### src/rtl/leitor_tabuleiro.sv
// leitor_tabuleiro: reads cells back out of the player board, either one
// cell by position or a row-major scan of all cells over valid/ready.
module leitor_tabuleiro #(
  parameter int LINHAS  = 9,
  parameter int COLUNAS = 9,
  parameter int LARGURA = 4
) (
  input  logic                                  clk,
  input  logic                                  rstn,
  input  logic [0:LINHAS*COLUNAS*LARGURA-1]     sudokuJogador,
  input  logic [0:LINHAS*COLUNAS*LARGURA-1]     sudokuCompleto,
  input  logic                                  start,
  input  logic                                  modo,
  input  logic [3:0]                            linha,
  input  logic [3:0]                            coluna,
  input  logic                                  ready,
  output logic                                  valid,
  output logic [LARGURA-1:0]                    valor,
  output logic [3:0]                            linhaOut,
  output logic [3:0]                            colunaOut,
  output logic                                  vazia,
  output logic                                  correta,
  output logic                                  busy,
  output logic                                  done,
  output logic                                  erroPos,
  output logic [6:0]                            contaVazias,
  output logic [6:0]                            contaAcertos
);

  localparam int W  = LINHAS*COLUNAS*LARGURA;
  localparam int LW = COLUNAS*LARGURA;

  typedef enum logic [1:0] {IDLE, EMIT, FIM} estado_t;

  estado_t            estado, prox;
  logic [0:W-1]       snapJ, snapC;
  logic [3:0]         lin, col;
  logic               modo_r;
  logic               done_r, erro_r;
  logic [6:0]         cv, ca;
  logic [8:0]         idx;
  logic [LARGURA-1:0] cel, sol;
  logic               pos_ok, xfer, ultimo;

  always_comb begin
    idx = 9'((int'(lin) - 1) * LW + (int'(col) - 1) * LARGURA);
    cel = snapJ[idx +: LARGURA];
    sol = snapC[idx +: LARGURA];
  end

  assign pos_ok = (linha != 4'd0) && (linha <= 4'(LINHAS)) &&
                  (coluna != 4'd0) && (coluna <= 4'(COLUNAS));

  assign valid     = (estado == EMIT);
  assign valor     = valid ? cel : '0;
  assign linhaOut  = valid ? lin : 4'd0;
  assign colunaOut = valid ? col : 4'd0;
  assign vazia     = valid && (cel == '0);
  assign correta   = valid && (cel != '0) && (cel == sol);
  assign busy      = (estado != IDLE);
  assign done      = done_r;
  assign erroPos   = erro_r;
  assign contaVazias  = cv;
  assign contaAcertos = ca;

  assign xfer   = valid && ready;
  assign ultimo = !modo_r ||
                  ((lin == 4'(LINHAS)) && (col == 4'(COLUNAS)));

  always_comb begin
    prox = estado;
    unique case (estado)
      IDLE: if (start && (modo || pos_ok)) prox = EMIT;
      EMIT: if (xfer && ultimo) prox = FIM;
      FIM:  prox = IDLE;
      default: prox = IDLE;
    endcase
  end

  always_ff @(posedge clk or negedge rstn) begin
    if (!rstn) estado <= IDLE;
    else       estado <= prox;
  end

  // Data path: snapshot, cursor and scan counters
  always_ff @(posedge clk or negedge rstn) begin
    if (!rstn) begin
      snapJ  <= '0;
      snapC  <= '0;
      lin    <= 4'd0;
      col    <= 4'd0;
      modo_r <= 1'b0;
      done_r <= 1'b0;
      erro_r <= 1'b0;
      cv     <= 7'd0;
      ca     <= 7'd0;
    end else begin
      done_r <= 1'b0;
      erro_r <= 1'b0;
      unique case (estado)
        IDLE: begin
          if (start) begin
            if (modo || pos_ok) begin
              snapJ  <= sudokuJogador;
              snapC  <= sudokuCompleto;
              modo_r <= modo;
              if (modo) begin
                lin <= 4'd1;
                col <= 4'd1;
                cv  <= 7'd0;
                ca  <= 7'd0;
              end else begin
                lin <= linha;
                col <= coluna;
              end
            end else begin
              erro_r <= 1'b1;
              done_r <= 1'b1;
            end
          end
        end
        EMIT: begin
          if (xfer) begin
            if (modo_r) begin
              cv <= cv + 7'(vazia);
              ca <= ca + 7'(correta);
            end
            if (ultimo) begin
              done_r <= 1'b1;
            end else if (col == 4'(COLUNAS)) begin
              lin <= lin + 4'd1;
              col <= 4'd1;
            end else begin
              col <= col + 4'd1;
            end
          end
        end
        default: ;
      endcase
    end
  end

endmodule

### config.mk
export PLATFORM = sky130hd
export DESIGN_NAME = leitor_tabuleiro
export DESIGN_NICKNAME = d
export VERILOG_FILES = /design/src/rtl/leitor_tabuleiro.sv
export SDC_FILE = /design/constraint.sdc
export NUM_CORES = 1
export LEC_CHECK = 0
export ABC_AREA = 1
export CAP_MARGIN = 10
export CORE_AREA = 2 2 270 272
export CTS_BUF_LIST = sky130_fd_sc_hd__clkbuf_16
export CTS_CLUSTER_DIAMETER = 150
export DETAILED_ROUTE_END_ITERATION = 6
export DIE_AREA = 0 0 272 274
export PLACE_DENSITY = 0.73
export SYNTH_ARGS = -nofsm -noshare
export SYNTH_HDL_FRONTEND = slang
export SYNTH_SLANG_ARGS = --single-unit
### constraint.sdc
create_clock -name clk -period 5.46 [get_ports clk]
set_input_delay 1.092 -clock clk [delete_from_list [all_inputs] [get_ports clk]]
set_output_delay 1.092 -clock clk [all_outputs]
set_load 0.01 [all_outputs]
# Word-level counts from Yosys, hierarchy flattened

Index checks and enable logic that the tools add are counted.

Word-level logic and storage cells: 96
Latch bits: 0
Bits in writable memories: 0
Memories: 0
Bits of input ports: 661
Register bits: 675
Output and inout port bits: 32
ROM bits: 0

Add/subtract/negate cells: 7
Bitwise logic cells: 1
Equality and inequality tests: 13
Muxes and demuxes: 35
Reduce and logical (&&, ||, !) cells: 25
Div/mod/pow operators: 0
Shifts and indexed selects: 2
Magnitude comparators: 2
Multipliers: 1

Operators with widths:

| kind                | count |
|---|---|
| $shiftx 324x10->325 | 2 |
| $mux 4              | 15 |
| $mux 7              | 7 |
| $pmux 7 s2          | 2 |
| $pmux 4 s2          | 2 |
| $add 7x1->7         | 2 |
| $reduce_and 6->1    | 2 |
| $reduce_bool 4->1   | 3 |
| $logic_and 1x1->1   | 10 |
| $ne 2x2->1 const B  | 5 |
| $not 9->10          | 1 |
| $sub 4x1->5 const B | 2 |
| $add 9x7->9         | 1 |
| $add 4x1->4 const B | 2 |
| $eq 4x4->1 const B  | 2 |
| $le 4x4->1 const B  | 2 |
| $ne 2x1->1 const B  | 4 |
| $mul 5x5->7 const B | 1 |
| $mux 1              | 5 |
| $reduce_and 5->1    | 1 |
| $eq 4x4->1          | 1 |
| $logic_not 4->1     | 1 |
| $mux 2              | 2 |
| $pmux 2 s2          | 1 |
| 8 further kinds     | 10 |

# Depth between registers and ports, before layout

Depth in word-level cells: 12
Mapped depth: 35
Gate-level depth less buffers: 34

# Least setup slack after synthesis

Ideal clock, no wire load.

Kind: register -> register
Start point: reg lin[0]
End point: reg ca[6], in the netlist contaAcertos[6]
Setup time: 123 ps
Data required time: 5337 ps
Slack: 418 ps
Stages on the path, launching flop included: 33
Buffers on the path: 1
Clock period less this slack: 5042 ps
Arrival: 4919 ps
Path through: dfrtp_1 > clkinv_1 > ha_1 > nand3_1 > inv_1 > ha_1 > ha_1 > inv_1 > fa_1 > inv_1 > ha_1 > a21oi_1 > o21ai_0 > nor2_1 > nand3_1 > nand3_1 > nand2_1 > inv_1 > clkbuf_1 > nand2_1 > nand2_1 > nand2_1 > nand2_1 > nand2_1 > nor2_1 > ha_1 > ha_1 > inv_1 > nor3_1 > and3_1 > nand2_1 > o21ai_0 > a21oi_1

Word-level cells in the longest chain between the ends: 12
Elaborated cells between the ends (all ways): 14
Those cells by class: 3 x add/sub; 1 x mul; 1 x eq/ne; 2 x shift; 3 x mux; 1 x bitwise; 3 x reduce/logical

RTL lines:

| what                               | line   | RTL |
|---|---|---|
| start: declaration                 | 37     | `logic [3:0] lin, col;` |
| start signal: assignment           | 113    | `lin <= linha;` |
| start signal: assignment           | 131    | `lin <= lin + 4'd1;` |
| $sub 4x1->5 *                      | 46     | `idx = 9'((int'(lin) - 1) * LW + (int'(col) - 1) * LARGURA);` |
| $mul 5x5->7 *                      | 46     |  |
| $add 9x7->9 *                      | 46     |  |
| $not 9->10 (not written as such) * | 47, 48 |  |
| $shiftx 324x10->325                | 47     | `cel = snapJ[idx +: LARGURA];` |
| $reduce_bool 4->1                  | 59     | `assign correta = valid && (cel != '0) && (cel == sol);` |
| $logic_and 1x1->1                  | 59     |  |
| $logic_and 1x1->1 *                | 59     |  |
| net correta                        | 22     | `output logic correta,` |
| $add 7x1->7 *                      | 126    | `ca <= ca + 7'(correta);` |
| $mux 7 *                           | 124    | `if (modo_r) begin` |
| $mux 7 *                           | 123    | `if (xfer) begin` |
| $pmux 7 s2 *                       | 100    | `unique case (estado)` |
| end signal: assignment             | 126    |  |
| end: declaration                   | 40     | `logic [6:0] cv, ca;` |

Mark *: on every way through the listed nets, which the timed path passes. The rest lies on a longest branch. The select of a mux whose other input is x is not followed.
A chain may end at the register's enable or synchronous reset.

# Final worst setup path

Start point: reg lin[0]
End point: out correta

Word-level cells in the longest chain between the ends: 8
Elaborated cells between the ends (all ways): 10
Those cells by class: 2 x add/sub; 1 x mul; 1 x eq/ne; 2 x shift; 1 x bitwise; 3 x reduce/logical

RTL lines:

| what                               | line |
|---|---|
| $sub 4x1->5 *                      | 46 |
| $mul 5x5->7 *                      | 46 |
| $add 9x7->9 *                      | 46 |
| $not 9->10 (not written as such) * | 47, 48 |
| $shiftx 324x10->325                | 47 |
| $reduce_bool 4->1                  | 59 |
| $logic_and 1x1->1                  | 59 |
| $logic_and 1x1->1 *                | 59 |
| end: declaration                   | 22 |

Every way passes the cells marked *; elsewhere a longest branch is shown, timed or not.

==> impl_summary.log <==
[metrics] initial core utilization: 45.74%
[metrics] Worst path most repeated cell: sky130_fd_sc_hd__nand2_1
[metrics] share of synthesized area occupied by flip-flops and latches: 51.32%
[metrics] total CTS buffers: 73
[metrics] count of filler cells inserted in the layout: 6311
[metrics] actual transition at the worst max-transition pin: 1.164 ns
[metrics] setup slack on the worst flop-to-flop path: 0.28 ns
[metrics] HPWL reported at the end of detailed placement: 81740 µm
[metrics] clock transition time at the flip-flop clock pins of the worst setup and hold paths: 0.06 ns
[metrics] drt initial violations: 3688
[metrics] amount of wire on met3 after detailed routing: 9171 µm
[metrics] path type of the worst min-delay path: reg2reg
[metrics] clk_skew: 0.02650 ns
[metrics] std cell rows: 99
[metrics] synthesis warning total: 0
[metrics] cell taking the most area after synthesis: sky130_fd_sc_hd__dfrtp_1
[metrics] Async S/R FF share, synth: 100.0%
[metrics] post-route DRC violation count: 0
[metrics] area inside the core boundary: 71970 µm²
[metrics] required time of the critical path: 4.37 ns
[metrics] Hold Path End: snapC[13]
[metrics] violations in the final reports: setup timing
[metrics] I/O pin count: 693
[metrics] post-synthesis instance area: 32920 µm²
[metrics] Hold Crit Depth: 2
[metrics] TritonCTS clock tree: done
[metrics] fin worst setup slack: -0.06187 ns
[metrics] start point of the worst min-delay path: snapC[13]
[metrics] layout cells sized above 1: 7.631%
[metrics] Design Area, Final: 45080 µm²
[metrics] CP max FO: 15
[metrics] Max Cap Viol: 0
[metrics] part of the cycle the worst path needs: 101.1%
[metrics] H-tree depth reported by CTS: 3
[metrics] number of nets produced by synthesis: 5270
[metrics] IO Port Bufs: 692
[metrics] CTS Sinks: 675
[metrics] vias per std cell: 5.305
[metrics] total overflow reported by the global router: 0
[metrics] combined buffer and inverter count along the critical path: 9
[metrics] first-pass GRT wire length: 182400 µm
[metrics] category of the critical setup timing path: reg2out
[metrics] Worst Hold Slack: 0.4770 ns
[metrics] Root Driver: sky130_fd_sc_hd__clkbuf_16
[metrics] worst reg2reg path endpoint: contaAcertos[6]
[metrics] result of the run: complete, but fails checks
[metrics] FF-to-FF Start: lin[0]
[metrics] number of instances in the synthesized netlist: 4586
[metrics] antenna violations before repair: 14
[metrics] detailed-routed wire length on met2: 57430 µm
[metrics] ANT nets after route: 0
[metrics] fraction of synthesized cell area taken by the top area cell type: 51.32%
[metrics] Via Count: 33095
[metrics] CTS hold repair buffers: 0
[metrics] total placed instance area: 41190 µm²
[metrics] buffers from clock root to sink, at most: 3
[metrics] path depth of the worst reg2reg path: 32
[metrics] sequence of cells on the critical path: clkinv_2 -> ha_4 -> inv_2 -> buf_4 -> fa_4 -> buf_6 -> buf_12 -> buf_16 -> buf_12 -> nand3_1 -> nand2_1 -> nand2_2 -> nand3_4 -> nand3_2 -> nand3_2 -> inv_1 -> nand2_1 -> nand2_1 -> nand2_1 -> nand2_1 -> nor2_2 -> nand2_2 -> nor2_4 -> buf_6
[metrics] placer's final routability congestion estimate: 0.9156
[metrics] most area-consuming cells after synthesis: sky130_fd_sc_hd__dfrtp_1 (51%), sky130_fd_sc_hd__nand2_1 (29%), sky130_fd_sc_hd__nand3_1 (7.1%), sky130_fd_sc_hd__o21ai_0 (2.7%), sky130_fd_sc_hd__clkbuf_1 (2.6%)
[metrics] maximum clock frequency: 181.1 MHz
[metrics] slowest library cell on the worst path: sky130_fd_sc_hd__fa_4
[metrics] Area Overhead vs Synth: 36.95%
[metrics] RSZ-0062 raised after global routing: yes
[metrics] Slew Limit Headroom: 22.39%
[metrics] number of different library cells in the post-synthesis netlist: 31
[metrics] Final Hold Viols: 0
[metrics] cell class contributing the biggest share of worst-path delay: simple AND/OR/NAND/NOR gates
[metrics] Max Slew Vio Count: 0
[metrics] GRT Overall Usage: 31.68%
[metrics] latest clock arrival within the worst-skew pair: 0.62 ns
[metrics] startpoint of the worst setup timing path: lin[0]
[metrics] vertical die dimension: 274 µm
[metrics] Initial DRT Pass Iterations: 6
[metrics] Die ar.: 74530 µm²
[metrics] count of endpoints failing setup in the final report: 1
[metrics] critical path launch point type: flop
[metrics] net count reported at finish: 5897
[metrics] average wire per cell in the routed design: 19.88 µm
[metrics] most used flip-flop cell after synthesis: sky130_fd_sc_hd__dfrtp_1
[metrics] horizontal extent of the die: 272 µm
[metrics] slowest cell delay on critical path: 0.87 ns
[metrics] Yosys reg bits: 675
[metrics] Post-Syn Area per Cell: 7.178 µm²
[metrics] crit path capture type: primary output
[metrics] number of enable-type register cells in the synthesized netlist: 0
[metrics] sum of routed wire segments on met1: 50710 µm
[metrics] post-layout minimum cycle time: 5.522 ns
[metrics] vias in the first global route: 31730
[metrics] pin count of the biggest net entering global routing: 240
[metrics] crit path DAT: 4.43 ns
[metrics] highest metal layer used by the detailed router: met5
[metrics] DRT Wirelength: 124000 µm
==> layer usage <==
metal | vias up | GRT usage (%)
met5 | - | 0
met4 | 4 | 16.93
met3 | 312 | 4.650
met2 | 1544 | 50.22
met1 | 15715 | 42.23
li1 | 15520 | -
==> cell type report <==
| type | count | area, µm² | share of cell area (%) |
|---|---|---|---|
| Timing Repair inverter | 2 | 17.52 | 0.03886 |
| Multi-Input combinational cell | 3460 | 14980 | 33.22 |
| Timing Repair Buffer | 832 | 8999 | 19.96 |
| Sequential cell | 675 | 16890 | 37.47 |
| Antenna cell | 11 | 27.53 | 0.06106 |
| Clock buffer | 75 | 1877 | 4.163 |
| Clock inverter | 55 | 424.2 | 0.9409 |
| Inverter | 169 | 665.6 | 1.477 |
| Tap cell | 959 | 1200 | 2.662 |
==> placed cells by master (no fill, tap or decap), drive strengths merged, types with 2 or more instances in the layout <==
cell / n
nor3b: 3
nand3b: 2
or2: 2
ha: 21
o22ai: 3
o211ai: 29
nand4: 3
diode: 11
nor2: 126
bufinv: 5
clkinv: 31
a21oi: 23
nand2: 2572
dfrtp: 675
nand3: 465
xnor2: 4
and3: 3
buf: 129
clkbuf: 92
fa: 2
o21ai: 180
nor3: 9
xor2: 8
inv: 187
clkdlybuf4s50: 685
clkinvlp: 3
==> kinds of logic (layout without fill, tap and decap cells) <==
logic type,count (synthesis),count (layout),synth area share (%)
mux,1,1,0.03041
flops,675,675,51.32
buf+inv,451,1133,5.272
compound gates,239,239,3.904
other cells,0,11,0
xor+xnor,12,12,0.3193
simple gates,3185,3185,38.24
fa+ha+maj,23,23,0.9199
==> Yosys cell counts (2+ instances only) <==
cell type	number
sky130_fd_sc_hd__and3_1	3
sky130_fd_sc_hd__dfrtp_1	675
sky130_fd_sc_hd__inv_1	163
sky130_fd_sc_hd__clkinv_1	2
sky130_fd_sc_hd__clkbuf_1	232
sky130_fd_sc_hd__inv_2	4
sky130_fd_sc_hd__o21ai_0	179
sky130_fd_sc_hd__o211ai_1	29
sky130_fd_sc_hd__nor2_1	126
sky130_fd_sc_hd__o22ai_1	3
sky130_fd_sc_hd__nand3b_1	2
sky130_fd_sc_hd__fa_1	2
sky130_fd_sc_hd__a21oi_1	23
sky130_fd_sc_hd__ha_1	21
sky130_fd_sc_hd__nor3_1	9
sky130_fd_sc_hd__nand2_1	2572
sky130_fd_sc_hd__nand3_1	465
sky130_fd_sc_hd__xnor2_1	4
sky130_fd_sc_hd__nor3b_1	3
sky130_fd_sc_hd__xor2_1	8
sky130_fd_sc_hd__nand4_1	3
sky130_fd_sc_hd__buf_2	34
sky130_fd_sc_hd__buf_1	16
==> worst min-delay path, cell delays in order, from the launching register on <==
cell,delay [ns]
sky130_fd_sc_hd__dfrtp_1,0.34
sky130_fd_sc_hd__nand2_1,0.05
sky130_fd_sc_hd__nand2_1,0.05
==> flip-flops by register name, indices dropped and copies added (netlist names) <==
name and cells:
modo_r 1, col 4, contaAcertos 7, erroPos 1, snapJ 324, estado 2, contaVazias 7, snapC 324
lin 4, done 1
==> what timing repair did <==
action	CTS	global route
gates resized for setup	81	137
cloned	6	20
buffers inserted	8	12
endpoints found under the setup margin	6	6
pin swaps	21	52
==> metrics by stage <==
stage,util [%],setup WS (ns),cells,setup TNS [ns]
6_report,62.64,-0.06187,6238,-0.06187
5_1_grt,62.63,-0.2447,6236,-0.7184
4_1_cts,61.10,-0.02934,6195,-0.02934
3_5_place_dp,57.23,-0.1560,6052,-0.1560
3_3_place_gp,57.23,-0.1915,6052,-0.1915
2_1_floorplan,-,0.4180,4586,0
==> worst max path at each step <==
stage	to	slack, ns	cells past startpoint
floorplan	contaAcertos[6]	0.42	32
global placement	correta	-0.19	26
detailed placement	correta	-0.16	23
CTS	correta	-0.03	24
global route	correta	-0.24	25
finish	correta	-0.06	24
Power is not shown: default switching activity piles up to over one toggle a cycle in this logic, so the estimate is an artifact.
